## src/rtl/seg_scan_ctrl.sv

```systemverilog
// seg_scan_ctrl: time-multiplexed scan controller for an 8-digit common-anode
// seven-segment display.
//
// The CPU side writes digit data and masks into shadow registers. These are
// copied into the active registers only at the end of a frame, so a frame never
// mixes old and new values. Each digit owns a slot of SCAN_DIV cycles. The
// first BLANK_CYC cycles of each slot keep every anode off (anti-ghosting), and
// the remainder of the slot drives the digit.
//
// Parameters:
//   SCAN_DIV   clk cycles per digit slot (>= 4)
//   BLANK_CYC  blanking cycles at the start of each slot (1 .. SCAN_DIV-1)
//
// Ports:
//   clk         system clock, all logic on posedge
//   rst         synchronous reset, active-high
//   wr_en       write strobe, one cycle per write
//   wr_sel      0 = digit data, 1 = masks, 2/3 = ignored
//   wr_data     sel 0: nibble i -> digit i; sel 1: [7:0] enable, [15:8] dp
//   pending     shadow holds data not yet committed
//   frame_done  one-cycle pulse in the first cycle of each new frame
//   an          anode enables, active-low, an[i] = digit i
//   seg         segments a..g on seg[0]..seg[6], active-low
//   dp          decimal point, active-low
module seg_scan_ctrl #(
  parameter int unsigned SCAN_DIV  = 50000,
  parameter int unsigned BLANK_CYC = 500
) (
  input  logic        clk,
  input  logic        rst,
  input  logic        wr_en,
  input  logic [1:0]  wr_sel,
  input  logic [31:0] wr_data,
  output logic        pending,
  output logic        frame_done,
  output logic [7:0]  an,
  output logic [6:0]  seg,
  output logic        dp
);

  localparam int unsigned PscW = (SCAN_DIV > 1) ? $clog2(SCAN_DIV) : 1;
  localparam logic [PscW-1:0] PscLast  = PscW'(SCAN_DIV - 1);
  localparam logic [PscW-1:0] BlankEnd = PscW'(BLANK_CYC);

  typedef enum logic [0:0] {
    StBlank,
    StDrive
  } phase_e;

  // Shadow (CPU-written) and active (displayed) copies.
  logic [31:0] shd_data_q, shd_data_d;
  logic [7:0]  shd_en_q,   shd_en_d;
  logic [7:0]  shd_dp_q,   shd_dp_d;
  logic [31:0] act_data_q, act_data_d;
  logic [7:0]  act_en_q,   act_en_d;
  logic [7:0]  act_dp_q,   act_dp_d;
  logic        pend_q,     pend_d;

  // Scan sequencing.
  logic [PscW-1:0] psc_q, psc_d;
  logic [2:0]      dig_q, dig_d;
  phase_e          phase_q, phase_d;
  logic            psc_wrap;
  logic            commit;

  // Registered pin drivers.
  logic       fd_q,  fd_d;
  logic [7:0] an_q,  an_d;
  logic [6:0] seg_q, seg_d;
  logic       dp_q,  dp_d;

  logic       wr_data_hit;
  logic       wr_mask_hit;
  logic       lit;
  logic [3:0] nibble;

  function automatic logic [6:0] hex7(input logic [3:0] val);
    logic [6:0] s;
    s = 7'h7F;
    unique case (val)
      4'h0: s = 7'b1000000;
      4'h1: s = 7'b1111001;
      4'h2: s = 7'b0100100;
      4'h3: s = 7'b0110000;
      4'h4: s = 7'b0011001;
      4'h5: s = 7'b0010010;
      4'h6: s = 7'b0000010;
      4'h7: s = 7'b1111000;
      4'h8: s = 7'b0000000;
      4'h9: s = 7'b0010000;
      4'hA: s = 7'b0001000;
      4'hB: s = 7'b0000011;
      4'hC: s = 7'b1000110;
      4'hD: s = 7'b0100001;
      4'hE: s = 7'b0000110;
      4'hF: s = 7'b0001110;
    endcase
    return s;
  endfunction

  // Slot prescaler, digit index and the commit point at the last cycle of digit 7.
  always_comb begin
    psc_wrap = (psc_q == PscLast);
    psc_d    = psc_wrap ? '0 : psc_q + PscW'(1);
    dig_d    = psc_wrap ? dig_q + 3'd1 : dig_q;
    commit   = psc_wrap && (dig_q == 3'd7);
  end

  // Phase FSM: tracks the psc value that will be current next cycle, so
  // phase_q always matches psc_q.
  always_comb begin
    phase_d = StDrive;
    if (psc_d < BlankEnd) begin
      phase_d = StBlank;
    end
  end

  // Shadow writes and commit. The commit copies the shadow as it was before
  // any same-cycle write, and a same-cycle write keeps pending set so the new
  // value goes out with the following frame.
  always_comb begin
    wr_data_hit = wr_en && (wr_sel == 2'd0);
    wr_mask_hit = wr_en && (wr_sel == 2'd1);

    shd_data_d = shd_data_q;
    shd_en_d   = shd_en_q;
    shd_dp_d   = shd_dp_q;
    act_data_d = act_data_q;
    act_en_d   = act_en_q;
    act_dp_d   = act_dp_q;
    pend_d     = pend_q;

    if (commit && pend_q) begin
      act_data_d = shd_data_q;
      act_en_d   = shd_en_q;
      act_dp_d   = shd_dp_q;
      pend_d     = 1'b0;
    end

    if (wr_data_hit) begin
      shd_data_d = wr_data;
      pend_d     = 1'b1;
    end
    if (wr_mask_hit) begin
      shd_en_d = wr_data[7:0];
      shd_dp_d = wr_data[15:8];
      pend_d   = 1'b1;
    end
  end

  // Pin values for the current slot state, registered below. A disabled digit
  // still consumes its slot so brightness does not depend on the mask.
  always_comb begin
    nibble = act_data_q[{dig_q, 2'b00} +: 4];
    lit    = (phase_q == StDrive) && act_en_q[dig_q];
    an_d   = 8'hFF;
    seg_d  = 7'h7F;
    dp_d   = 1'b1;
    fd_d   = commit;
    if (lit) begin
      an_d  = ~(8'h01 << dig_q);
      seg_d = hex7(nibble);
      dp_d  = ~act_dp_q[dig_q];
    end
  end

  always_ff @(posedge clk) begin
    if (rst) begin
      shd_data_q <= '0;
      shd_en_q   <= 8'hFF;
      shd_dp_q   <= 8'h00;
      act_data_q <= '0;
      act_en_q   <= 8'hFF;
      act_dp_q   <= 8'h00;
      pend_q     <= 1'b0;
      psc_q      <= '0;
      dig_q      <= '0;
      phase_q    <= StBlank;
      fd_q       <= 1'b0;
      an_q       <= 8'hFF;
      seg_q      <= 7'h7F;
      dp_q       <= 1'b1;
    end else begin
      shd_data_q <= shd_data_d;
      shd_en_q   <= shd_en_d;
      shd_dp_q   <= shd_dp_d;
      act_data_q <= act_data_d;
      act_en_q   <= act_en_d;
      act_dp_q   <= act_dp_d;
      pend_q     <= pend_d;
      psc_q      <= psc_d;
      dig_q      <= dig_d;
      phase_q    <= phase_d;
      fd_q       <= fd_d;
      an_q       <= an_d;
      seg_q      <= seg_d;
      dp_q       <= dp_d;
    end
  end

  assign pending    = pend_q;
  assign frame_done = fd_q;
  assign an         = an_q;
  assign seg        = seg_q;
  assign dp         = dp_q;

endmodule
```

## config.mk

```make
export PLATFORM = sky130hd
export DESIGN_NAME = seg_scan_ctrl
export DESIGN_NICKNAME = d
export VERILOG_FILES = /design/src/rtl/seg_scan_ctrl.sv
export SDC_FILE = /design/constraint.sdc
export NUM_CORES = 1
export LEC_CHECK = 0
export CAP_MARGIN = 15
export CORE_UTILIZATION = 35
export DETAILED_ROUTE_END_ITERATION = 10
export GPL_ROUTABILITY_DRIVEN = 0
export GPL_TIMING_DRIVEN = 0
export PLACE_DENSITY = 0.53
export SKIP_CTS_REPAIR_TIMING = 1
export SYNTH_ARGS = -nofsm -noshare
export SYNTH_HDL_FRONTEND = slang
export SYNTH_SLANG_ARGS = --single-unit
```

## constraint.sdc

```tcl
create_clock -name clk -period 2.99 [get_ports clk]
set_input_delay 0.598 -clock clk [delete_from_list [all_inputs] [get_ports clk]]
set_output_delay 0.598 -clock clk [all_outputs]
set_load 0.02 [all_outputs]
```

==> results.cfg <==
[status]
status = finished, final reports clean

[synth]
syn_nets = 706
ys_async_sr_fraction = 0
syn_area_per_cell_sq_um = 8.53
yosysWarnings = 0
synth_area_leaders = dfxtp_1, nand2_1, a21oi_1, mux4_2, ha_1
synth-seq-cells = 134
synth_top_area_cell = dfxtp_1
synth_common_cells = nand2_1, dfxtp_1, a21oi_1
synth_edf_count = 0
syn-instance-count = 656
yosysMostFrequentCell = nand2_1
synthFlopType = dfxtp_1
synth_area_sq_um = 5600
synth_top_area_frac = 0.479
yosysUniqueCellTypes = 47
yosysSeqAreaShare = 0.479

[finish]
diodes = 0
drive_above_1_share = 0.0918
final_util = 0.455
area_delta_synth_final_pct = 25.4
nets = 778
nFillCells = 1511

[worst_setup_path]
crit_path_cell_trace = clkbuf_1 -> mux4_2 -> nand2_1 -> and2_1 -> inv_1 -> ha_1 -> mux2i_1 -> nand2_1 -> o21ai_0 -> nand2_1
critPathSlowestCell = clkbuf_1
worstRegToRegCells = 10
cpMostUsedCell = nand2_1
worst_ep_required_time_ns = 3.29
reg2reg_from = dig_q[1]$_SDFFE_PP0N_
crit_start = dig_q[1]$_SDFFE_PP0N_
crit_path_end_kind = register
r2r-end = seg[3]$_SDFF_PP1_
startpoint_type = register
crit_end = seg[3]$_SDFF_PP1_
arrival_ns = 3.12
crit_family = buffers and inverters
cp_max_fo = 10
critPathKind = reg -> reg
path_buf_inv = 2
worst-path-stages = 10
cpPeakStageDelay_ns = 0.60
reg2reg_setup_slack_ns = 0.17

[timing]
finalCritPeriodShare = 0.942
slew_viol_final = 0
slew_headroom = 0.524
tightest_slew_ns = 0.714
hold_slack_ns = 0.450
max_freq_ghz = 0.355
hold_viol_final = 0
rsz0062_at_grt = false
finalSetupTns_ns = 0
setup_viol = 0
fin_skew_ns = 0.00809
postLayoutSetupSlackWorst_ns = 0.174
finalCriticalPeriod_ns = 2.82

[detailed_routing]
routed_wirelength_um = 13400
wl_per_cell_um = 14.1
drc = 0
via_per_inst = 4.82
drtAntennaViolNets = 0
drt_iter0_markers = 274
vias = 4586
dr.pass1.iters = 4

[clock_tree]
cts_max_level = 4
clock_latency_ns = 0.42
numCtsBuffers = 17
clk_pin_slew_ns = 0.06
cts_tree = done
clock_path_buffers = 2
cts-root-buf = clkbuf_16
cts.sinks = 134

[floorplanning]
ios = 55
die-width_um = 128
fp-row-count = 45
core_sq_um = 15400
die_y_um = 128
dieArea_sq_um = 16500
start_util = 0.363

[grt]
grt_overflow_total = 0
grt_pass1_wl_um = 21500
grt_pass1_vias = 4274
grt_use_total = 0.173
grt_antenna_before_repair = 0
grt_max_degree = 17

[power]
powerDensity_nw_per_um2 = 598
p_leak_uw = 0.00251
p_total_uw = 4190
peakVddDrop_mv = 0.462

[placement]
io_buffers = 53
place_hpwl_um = 10000
dp_slack_ns = 0.232

[run]
max-cap-violations = 0

[min_path]
hold_path.class = reg -> reg
[cells in the final DEF (no fill, tap or decap), types with 5 or more instances in the layout]
master,synthesis,routed
nand3b_1,16,16
buf_4,5,5
xnor2_1,8,8
clkdlybuf4s50_1,0,53
a21oi_1,84,84
clkbuf_16,0,17
inv_6,0,5
buf_2,5,5
mux2i_1,7,7
mux4_2,12,12
inv_1,11,11
dfxtp_1,134,134
xor2_1,8,8
clkbuf_1,24,25
nand3_1,11,11
nand2b_1,6,6
nand2_1,232,232
nor2_1,26,26
ha_1,13,13
[kinds of logic (layout without fill, tap and decap cells)]
group           Yosys count  count (layout)  synth area share
simple gates            315             315             0.251
mux                      21              21            0.0668
xor+xnor                 16              16            0.0250
fa+ha+maj                13              13            0.0291
flops                   134             134             0.479
compound gates          106             106             0.104
buf+inv                  51             136            0.0440
[final cells by class]
cell class	count	area, sq um	area share
sequential	134	2680	0.382
multi-input combinational	471	2670	0.380
timing repair buffer	53	531	0.0756
clock buffer	18	429	0.0612
tap	211	264	0.0376
buffer	39	201	0.0287
clock inverter	14	198	0.0282
inverter	12	45.0	0.00642
[flip-flops by register name, summed over array words and instances, names as in the netlist, 3 cells and up]
| signal | cells |
|---|---|
| act_data_q | 32 |
| shd_data_q | 32 |
| psc_q | 16 |
| act_dp_q | 8 |
| act_en_q | 8 |
| an | 8 |
| shd_dp_q | 8 |
| shd_en_q | 8 |
| seg | 7 |
| dig_q | 3 |
[tightest hold or removal path, delay by kind of cell (launching register included)]
family / cells / cell delay [ns]
flip-flops: 1 / 0.31
AND/OR/NAND/NOR: 1 / 0.05
AO/OA/AOI/OAI: 1 / 0.05
[report_power, final]
group / total, uW / switching (uW) / internal (uW)
clock network: 2210 / 801 / 1410
registers: 1830 / 17.5 / 1810
logic: 157 / 84.2 / 72.6
[worst min path at each step]
stage	cells past startpoint	end	slack, ns	startpoint
after floorplan	2	act_data_q[0]$_SDFFE_PP0P_	0.43	shd_data_q[0]$_SDFFE_PP0P_
after global placement	2	act_data_q[13]$_SDFFE_PP0P_	0.44	act_data_q[13]$_SDFFE_PP0P_
after detailed placement	2	act_data_q[12]$_SDFFE_PP0P_	0.44	act_data_q[12]$_SDFFE_PP0P_
after CTS	2	act_data_q[12]$_SDFFE_PP0P_	0.45	act_data_q[12]$_SDFFE_PP0P_
after global routing	2	act_data_q[5]$_SDFFE_PP0P_	0.47	shd_data_q[5]$_SDFFE_PP0P_
final	2	act_data_q[4]$_SDFFE_PP0P_	0.45	shd_data_q[4]$_SDFFE_PP0P_
[layer usage]
layer / track usage / wire [um] / vias to the layer above
met5: 0 / 0 / -
met4: 0.0595 / 177 / 0
met3: 0.0437 / 623 / 15
met2: 0.275 / 6250 / 105
met1: 0.227 / 6330 / 2125
li1: - / - / 2341
[per-stage QoR]
| stage | std cells | instance area, sq um |
|---|---|---|
| after floorplan | 656 | 5600 |
| after global placement | 920 | 6390 |
| after detailed placement | 920 | 6390 |
| after CTS | 952 | 7020 |
| after global routing | 952 | 7020 |
| final | 952 | 7020 |
Power figures use the tool's default switching activity.
